$ cat config.mk
export PLATFORM = sky130hd
export DESIGN_NAME = perf_monitor_flat
export DESIGN_NICKNAME = d
export VERILOG_FILES = /design/src/rtl/perf_monitor_if.sv /design/src/rtl/perf_monitor.sv /design/src/flat_wrapper.sv
export SDC_FILE = /design/constraint.sdc
export NUM_CORES = 1
export LEC_CHECK = 0
export ABC_AREA = 1
export BUFFER_PORTS_ARGS = -buffer_cell sky130_fd_sc_hd__buf_2
export CAP_MARGIN = 10
export CORE_AREA = 2 2 105 107
export CTS_BUF_LIST = sky130_fd_sc_hd__clkbuf_8
export CTS_CLUSTER_SIZE = 8
export DETAILED_ROUTE_END_ITERATION = 6
export DIE_AREA = 0 0 107 109
export PLACE_DENSITY = 0.75
export SKIP_LAST_GASP = 1
export SLEW_MARGIN = 20
export SYNTH_ARGS = -nofsm -noshare
export SYNTH_HDL_FRONTEND = slang
export SYNTH_SLANG_ARGS = --single-unit
$ cat constraint.sdc
create_clock -name clk -period 3 [get_ports clk]
set_input_delay 0.6 -clock clk [delete_from_list [all_inputs] [get_ports clk]]
set_output_delay 0.6 -clock clk [all_outputs]
set_load 0.02 [all_outputs]
$ cat src/rtl/perf_monitor_if.sv
// perf_monitor_if: debug/MMIO read port of the performance monitor.
//   rd_en    requester -> monitor   read request, sampled on posedge
//   rd_addr  requester -> monitor   register select (0 instret, 1 stall, 2 elapsed, 3 status)
//   rd_data  monitor -> requester   read data, zero-extended, valid the cycle after rd_en
//   rd_valid monitor -> requester   rd_data valid this cycle
interface perf_monitor_if;
   logic        rd_en;
   logic [1:0]  rd_addr;
   logic [31:0] rd_data;
   logic        rd_valid;

   modport master (output rd_en, rd_addr, input rd_data, rd_valid);
   modport slave  (input rd_en, rd_addr, output rd_data, rd_valid);
endinterface

$ cat src/rtl/perf_monitor.sv
// perf_monitor: tracks one program run (instructions retired, stall cycles,
// elapsed cycles from start to halt) off the free-running cycle count.
//   clk, rst_n   clock, asynchronous active-low reset
//   cc_count_i   cycle count; 0 until the program starts, then +1 per cycle
//   retire_i     one instruction committed this cycle
//   stall_i      pipeline stalled this cycle
//   halt_i       program end (level or pulse)
//   clr_i        synchronous clear back to IDLE
//   rd           read port (slave side), one-cycle latency
//   state_o      IDLE=0, RUN=1, HALTED=2
//   ovf_o        sticky: a counter saturated
module perf_monitor #(
   parameter int CNT_W = 16
) (
   input  logic             clk,
   input  logic             rst_n,
   input  logic [CNT_W-1:0] cc_count_i,
   input  logic             retire_i,
   input  logic             stall_i,
   input  logic             halt_i,
   input  logic             clr_i,
   perf_monitor_if.slave    rd,
   output logic [1:0]       state_o,
   output logic             ovf_o
);

   typedef enum logic [1:0] {IDLE = 2'd0, RUN = 2'd1, HALTED = 2'd2} state_e;

   localparam logic [CNT_W-1:0] MAX = '1;

   state_e           state_q, state_d;
   logic [CNT_W-1:0] instret_q, instret_d;
   logic [CNT_W-1:0] stall_q, stall_d;
   logic [CNT_W-1:0] start_q, start_d;
   logic [CNT_W-1:0] end_q, end_d;
   logic             ovf_q, ovf_d;
   logic             rd_valid_q, rd_valid_d;
   logic [31:0]      rd_data_q, rd_data_d;

   logic             cnt_en, ld_start, ld_end;
   logic [CNT_W-1:0] elapsed;

   // state register (datapath registers share the same reset)
   always_ff @(posedge clk or negedge rst_n) begin
      if (!rst_n) begin
         state_q    <= IDLE;
         instret_q  <= '0;
         stall_q    <= '0;
         start_q    <= '0;
         end_q      <= '0;
         ovf_q      <= 1'b0;
         rd_valid_q <= 1'b0;
         rd_data_q  <= '0;
      end else begin
         state_q    <= state_d;
         instret_q  <= instret_d;
         stall_q    <= stall_d;
         start_q    <= start_d;
         end_q      <= end_d;
         ovf_q      <= ovf_d;
         rd_valid_q <= rd_valid_d;
         rd_data_q  <= rd_data_d;
      end
   end

   // next-state logic; clr overrides everything, halt is not looked at in IDLE
   always_comb begin
      state_d = state_q;
      if (clr_i) begin
         state_d = IDLE;
      end else begin
         case (state_q)
            IDLE:    if (cc_count_i != '0) state_d = RUN;
            RUN:     if (halt_i) state_d = HALTED;
            HALTED:  state_d = HALTED;
            default: state_d = IDLE;
         endcase
      end
   end

   // FSM outputs: counter enable and timestamp loads
   always_comb begin
      cnt_en   = (state_q == RUN) && !clr_i;
      ld_start = (state_q == IDLE) && (cc_count_i != '0) && !clr_i;
      ld_end   = (state_q == RUN) && halt_i && !clr_i;
   end

   // counters saturate; an increment attempted at MAX flags overflow
   always_comb begin
      instret_d = instret_q;
      stall_d   = stall_q;
      start_d   = start_q;
      end_d     = end_q;
      ovf_d     = ovf_q;
      if (clr_i) begin
         instret_d = '0;
         stall_d   = '0;
         start_d   = '0;
         end_d     = '0;
         ovf_d     = 1'b0;
      end else begin
         if (ld_start) start_d = cc_count_i;
         if (ld_end)   end_d   = cc_count_i;
         if (cnt_en && retire_i) begin
            if (instret_q == MAX) ovf_d = 1'b1;
            else                  instret_d = instret_q + 1'b1;
         end
         if (cnt_en && stall_i) begin
            if (stall_q == MAX) ovf_d = 1'b1;
            else                stall_d = stall_q + 1'b1;
         end
      end
   end

   // modular subtract absorbs a wrap of cc_count between start and halt
   always_comb begin
      case (state_q)
         RUN:     elapsed = cc_count_i - start_q;
         HALTED:  elapsed = end_q - start_q;
         default: elapsed = '0;
      endcase
   end

   // read mux works on pre-update register values, so a read colliding with clr
   // returns the values from before the clear
   always_comb begin
      rd_valid_d = rd.rd_en;
      rd_data_d  = '0;
      if (rd.rd_en) begin
         case (rd.rd_addr)
            2'd0:    rd_data_d = 32'(instret_q);
            2'd1:    rd_data_d = 32'(stall_q);
            2'd2:    rd_data_d = 32'(elapsed);
            default: rd_data_d = {29'b0, ovf_q, state_q};
         endcase
      end
   end

   assign rd.rd_valid = rd_valid_q;
   assign rd.rd_data  = rd_data_q;
   assign state_o     = state_q;
   assign ovf_o       = ovf_q;

endmodule

$ cat src/flat_wrapper.sv
// flat-port wrapper written by rule: the top's interface ports become plain ports
module perf_monitor_flat 
#(
   parameter int CNT_W = 16
)
  (clk, rst_n, cc_count_i, retire_i, stall_i, halt_i, clr_i, state_o, ovf_o, rd_rd_en, rd_rd_addr, rd_rd_data, rd_rd_valid);
  perf_monitor_if rd_i ();
  input  logic clk;
  input  logic rst_n;
  input  logic [CNT_W-1:0] cc_count_i;
  input  logic retire_i;
  input  logic stall_i;
  input  logic halt_i;
  input  logic clr_i;
  output logic [1:0] state_o;
  output logic ovf_o;
  input wire logic [$bits(rd_i.rd_en)-1:0] rd_rd_en;
  input wire logic [$bits(rd_i.rd_addr)-1:0] rd_rd_addr;
  output wire logic [$bits(rd_i.rd_data)-1:0] rd_rd_data;
  output wire logic [$bits(rd_i.rd_valid)-1:0] rd_rd_valid;
  assign rd_i.rd_en = rd_rd_en;
  assign rd_i.rd_addr = rd_rd_addr;
  assign rd_rd_data = rd_i.rd_data;
  assign rd_rd_valid = rd_i.rd_valid;
  perf_monitor #(.CNT_W(CNT_W)) u_core (.clk(clk), .rst_n(rst_n), .cc_count_i(cc_count_i), .retire_i(retire_i), .stall_i(stall_i), .halt_i(halt_i), .clr_i(clr_i), .rd(rd_i), .state_o(state_o), .ovf_o(ovf_o));
endmodule
==> results of run 1 <==
[how the worst max path moves through the flow]
| stage | start | end | slack (ns) |
|---|---|---|---|
| global placement | u_core.state_o[0] | u_core.rd.rd_data[13] | 0.35 |
| floorplan | u_core.state_o[0] | u_core.rd.rd_data[12] | 0.50 |
| detailed placement | u_core.state_o[0] | u_core.rd.rd_data[10] | 0.27 |
| global route | u_core.state_o[0] | u_core.rd.rd_data[15] | 0.15 |
| finish | u_core.state_o[0] | u_core.rd.rd_data[10] | 0.39 |
| CTS | u_core.state_o[0] | u_core.rd.rd_data[12] | 0.25 |
[cell type report]
type / instances / area, µm² / area share
clock inverters: 6 / 78.8 / 0.0127
clock buffers: 10 / 138 / 0.0221
flip-flops and latches: 84 / 2100 / 0.338
inverters: 136 / 510 / 0.0821
repair buffers: 50 / 280 / 0.0451
multi-input cells: 535 / 2940 / 0.472
well taps: 140 / 175 / 0.0282
[worst max-delay path, delay by kind of cell, from the launching register on]
family / cells / cell delay [ns]
AOI/OAI and AO/OA: 2 / 0.26
adders and majority gates: 3 / 1.01
buffers and inverters: 2 / 0.24
DFF: 1 / 0.45
and+or+nand+nor: 6 / 0.55
[flip-flops by register name, summed over array words and instances, names as in the netlist]
| signal | cells |
|---|---|
| u_core.rd.rd_valid | 1 |
| u_core.instret_q | 16 |
| u_core.state_o | 2 |
| u_core.end_q | 16 |
| u_core.stall_q | 16 |
| u_core.ovf_o | 1 |
| u_core.start_q | 16 |
| u_core.rd.rd_data | 16 |
[power by group]
part / internal, mW / switching (mW) / leakage (nW)
Sequential: 1.25 / 0.0726 / 1.13
Combinational: 0.549 / 1.08 / 1.94
Clock: 0.484 / 0.423 / 0.117
Total: 2.28 / 1.58 / 3.19
[cell usage in the layout, fill, tap and decap left out, types with 4 or more instances in the layout]
cell type  instances
nand2_4            4
clkbuf_8          10
ha_1              21
o21ai_0           41
nor3_1            21
inv_1            128
nand2_1          191
nand4_1           26
buf_4              6
o22ai_1           11
a21oi_1           26
xor2_1             9
mux2_2            15
a31oi_1            4
conb_1            16
or2_2              6
dfrtp_1           84
nand3_1           53
inv_2              8
nand3b_1           6
o21ai_2           15
nor2_1            39
o31ai_1            6
buf_2             43
[repair_timing]
item / 4_1_cts / 5_1_grt
endpoints found under the hold margin: 0 / 0
gates resized for setup: 0 / 1
setup endpoints to repair: 0 / 3
hold buffers: 0 / 0
[stage by stage]
step,util,instances,setup slack (ns)
after global placement,0.566,945,0.353
after floorplan,-,790,0.495
after detailed placement,0.566,945,0.272
after CTS,0.587,961,0.246
after global routing,0.587,961,0.152
final,0.587,961,0.393
[kinds of logic (layout without fill, tap and decap cells)]
family | after synthesis | after routing | synth area share
fa+ha+maj | 23 | 23 | 0.0518
mux | 15 | 15 | 0.0296
simple gates | 362 | 362 | 0.292
buf+inv | 171 | 202 | 0.127
flops | 84 | 84 | 0.369
xor+xnor | 12 | 12 | 0.0184
other cells | 1 | 16 | 0.000658
compound gates | 107 | 107 | 0.112
[layer usage]
layer  share of wire  global-route usage  vias up
met4           0.021              0.0983        0
met5               0                   0        -
met3           0.061              0.0592       29
met1            0.44               0.358     2467
li1                -                   -     2564
met2            0.48               0.464      192
==> impl_metrics.py, run 1 <==
metrics = {
    "status": {
        "status": "finished clean",
    },
    "synthesis": {
        "ys_ff_latch": 84,
        "yosysSeqAreaShare": 0.369,
        "synth_cell_types": 40,
        "synthFlopType": "dfrtp_1",
        "yosys.cell_count.top_type": "nand2_1",
        "async_reset_ff_frac": 1.00,
        "synth_area_um2": 5700,
        "synthTopCellsByArea": "dfrtp_1 37%, nand2_1 13%, inv_1 8.4%, ha_1 4.8%, nand3_1 4.7%",
        "yosysWarnings": 0,
        "synth_commonest_cells": "191 x nand2_1, 127 x inv_1, 84 x dfrtp_1",
        "synth_top_cell_area_share": 0.369,
        "yosysTopAreaCell": "dfrtp_1",
        "syn_inst": 775,
        "synth_edf_count": 0,
        "syn_avg_cell_area_um2": 7.36,
    },
    "global_route": {
        "grt_max_degree": 53,
        "antenna_found_initial": 0,
        "grt_pass1_wl_um": 25000,
        "grt_pass1_vias": 5025,
        "grt_usage": 0.278,
        "grt_remaining_overflow": 0,
    },
    "cells_and_area": {
        "area_delta_synth_final_pct": 9.08,
        "final_cell_area_um2": 6220,
        "antennaDiodeCount": 0,
        "nNetsFinal": 864,
        "num-fill-cells": 991,
        "drive_above_1_share": 0.152,
    },
    "placement": {
        "dpl_cell_area_um2": 6000,
        "place_congestion": 0.968,
        "dp_hpwl_um": 11500,
        "port_buffers": 44,
    },
    "clock_network": {
        "tritoncts": "done",
        "cts_sinks": 84,
        "clkLatencyLatePin_ns": 0.38,
        "clk_path_buf_depth": 2,
        "cts_setup_buffers": 0,
        "cts_root_buffer": "clkbuf_8",
        "htreeDepth": 3,
        "path_clk_slew_ns": 0.08,
        "numCtsBuffers": 9,
    },
    "timing": {
        "tightest_slew_ns": 0.892,
        "slew_violations": 0,
        "hold_viol": 0,
        "relSlewSlack": 0.400,
        "holdWs_ns": 0.267,
        "rsz0062_at_grt": "no",
        "fmax_mhz": 384,
        "setup_violations": 0,
        "fin_worst_skew_ns": 0.0117,
        "setup-tns-final_ns": 0,
        "fin_crit_ns": 2.61,
        "min_period_over_period": 0.869,
    },
    "route": {
        "vias_per_cell": 5.47,
        "drtPass1Iterations": 5,
        "vias": 5252,
        "wl_um": 15200,
        "drc": 0,
        "antenna_left": 0,
        "drt-wirelength-per-cell_um": 15.8,
        "drt_iter0_markers": 363,
    },
    "worst_setup_path": {
        "crit_required_ns": 3.24,
        "worstReg2RegStart": "u_core.state_o[0]",
        "cp_slowest_cell": "dfrtp_1",
        "reg2reg_depth": 13,
        "worstSetupEndpointType": "flop",
        "crit_type": "reg2reg",
        "r2r_setup_slack_ns": 0.39,
        "path_max_fanout": 17,
        "path_cells": "inv_1, ha_2, o21ai_0, ha_1, fa_1, inv_1, nand4_1, nand2_1, nand2_1, nand2_1, nand2_1, nand3_1, a21oi_1",
        "reg2reg_to": "u_core.rd.rd_data[10]",
        "cp.arrival_ns": 2.85,
        "cpPeakStageDelay_ns": 0.45,
        "crit_path_start_kind": "flop",
        "path_common_cell": "nand2_1",
    },
    "power": {
        "p_leak_nw": 3.19,
        "power_mw": 3.86,
        "powerDensity_nw_per_um2": 621,
        "ir_drop_mv": 0.419,
    },
    "job": {
        "drv_cap": 0,
    },
    "hold_path": {
        "hp-class": "in2async",
    },
    "floorplan": {
        "start_util": 0.538,
        "fp.dieH_um": 109,
        "dieArea_um2": 11700,
        "coreArea_um2": 10600,
        "rows": 38,
        "ios": 61,
        "die_w_um": 107,
    },
}
No activity file was read; power rests on OpenSTA's default activity.
==> inputs of run 2 (changes only) <==
Settings changed: RECOVER_POWER set to 100.
==> impl_metrics.py, run 2 (synthesis results as in run 1) <==
metrics = {
    "clock_network": {
        "clkLatencyLatePin_ns": 0.38,
        "clk_path_buf_depth": 2,
        "path_clk_slew_ns": 0.09,
        "htreeDepth": 3,
        "numCtsBuffers": 9,
        "cts_root_buffer": "clkbuf_8",
        "cts_resized": 0,
        "cts_setup_buffers": 0,
        "tritoncts": "done",
        "holdBufCountCts": 0,
        "cts_sinks": 84,
    },
    "global_route": {
        "antenna_found_initial": 0,
        "grt_pass1_wl_um": 25000,
        "grt_pass1_vias": 5025,
        "grt_remaining_overflow": 0,
        "grt_usage": 0.278,
        "grt_max_degree": 53,
    },
    "job": {
        "drv_cap": 0,
    },
    "timing": {
        "tightest_slew_ns": 1.36,
        "setup_violations": 0,
        "worst_slack_ns": 0.269,
        "fin_worst_skew_ns": 0.0115,
        "min_period_over_period": 0.910,
        "rsz0062_at_grt": "no",
        "hold_viol": 0,
        "fmax_mhz": 366,
        "slew_violations": 0,
        "setup-tns-final_ns": 0,
        "relSlewSlack": 0.0907,
        "fin_crit_ns": 2.73,
    },
    "cells_and_area": {
        "multi_input_area_um2": 2830,
        "final_common_cell": "nand2_1",
        "regArea_um2": 2100,
        "num-fill-cells": 1024,
        "area_delta_synth_final_pct": 6.32,
        "drive_above_1_share": 0.0974,
        "antennaDiodeCount": 0,
        "nNetsFinal": 864,
        "layout_common_cells": "195 x nand2_1, 131 x inv_1, 84 x dfrtp_1",
    },
    "route": {
        "drtPass1Iterations": 5,
        "drt_iter0_markers": 315,
        "antenna_left": 0,
        "vias_per_cell": 5.45,
        "drc": 0,
        "wl_um": 15300,
        "drt-wirelength-per-cell_um": 15.9,
        "vias": 5237,
    },
    "power": {
        "ir_drop_mv": 0.418,
        "powerDensity_nw_per_um2": 632,
        "p_leak_nw": 3.01,
        "power_mw": 3.83,
    },
    "placement": {
        "preCtsSetupSlack_ns": 0.272,
        "port_buffers": 44,
        "place_congestion": 0.968,
        "dp_hpwl_um": 11500,
    },
    "floorplan": {
        "start_util": 0.538,
        "coreArea_um2": 10600,
        "dieArea_um2": 11700,
        "fp.dieH_um": 109,
        "ios": 61,
        "die_w_um": 107,
        "rows": 38,
    },
    "worst_setup_path": {
        "cp.arrival_ns": 3.00,
        "crit_type": "reg2reg",
        "worstSetupEndpointType": "flop",
        "crit_required_ns": 3.27,
        "crit_path_start_kind": "flop",
        "path_max_fanout": 11,
    },
    "hold_path": {
        "hp-class": "in2reg",
    },
    "status": {
        "status": "finished clean",
    },
}
## run 2: metrics by stage
| step | instance area (µm²) | hold WS, ns | util | std cells |
|---|---|---|---|---|
| finish | 6060 | 0.374 | 0.572 | 961 |
| global route | 6060 | 0.349 | 0.572 | 961 |
| CTS | 6220 | 0.281 | 0.587 | 961 |
| detailed placement | 6000 | 0.473 | 0.566 | 945 |
| global placement | 6000 | 0.468 | 0.566 | 945 |
| floorplan | 5760 | 0.304 | - | 790 |
## run 2: metal layers
layer | routed length (µm) | share of wire | up-vias | global-route usage
li1 | - | - | 2555 | -
met1 | 6590 | 0.43 | 2445 | 0.358
met2 | 7330 | 0.48 | 207 | 0.464
met3 | 1040 | 0.068 | 30 | 0.0592
met4 | 317 | 0.021 | 0 | 0.0983
met5 | 0 | 0 | - | 0
## run 2: worst paths after layout
check	startpoint	end	slack (ns)	depth (start not counted)
setup / recovery	u_core.instret_q[0]	u_core.instret_q[3]	0.27	9
hold / removal	rd_rd_en	u_core.rd.rd_valid	0.37	1
setup reg to reg	u_core.instret_q[0]	u_core.instret_q[3]	0.27	9
hold reg to reg	u_core.stall_q[6]	u_core.stall_q[6]	0.50	2
max in group asynchronous	rst_n	u_core.stall_q[0]	0.94	2
min in group asynchronous	rst_n	u_core.instret_q[11]	0.53	1
## run 2: where the power goes
part | switching, mW | internal, mW
Sequential | 0.0746 | 1.25
Combinational | 1.07 | 0.523
Clock | 0.424 | 0.484
## run 2: layout make-up
class	instances	area share
sequential	84	0.347
clock buffer	10	0.0227
multi-input combinational	535	0.467
timing repair buffer	50	0.0378
tap	140	0.0289
clock inverter	6	0.0130
inverter	136	0.0842
## run 2: critical path: stages (launching register included)
cell and delay [ns]:
dfrtp_1 0.42, ha_1 0.27, nand2_1 0.09, nor3_1 0.50
nand4_1 0.37, nand2_1 0.36, nand2_2 0.26, inv_2 0.19
nand2_1 0.07, o31ai_1 0.07
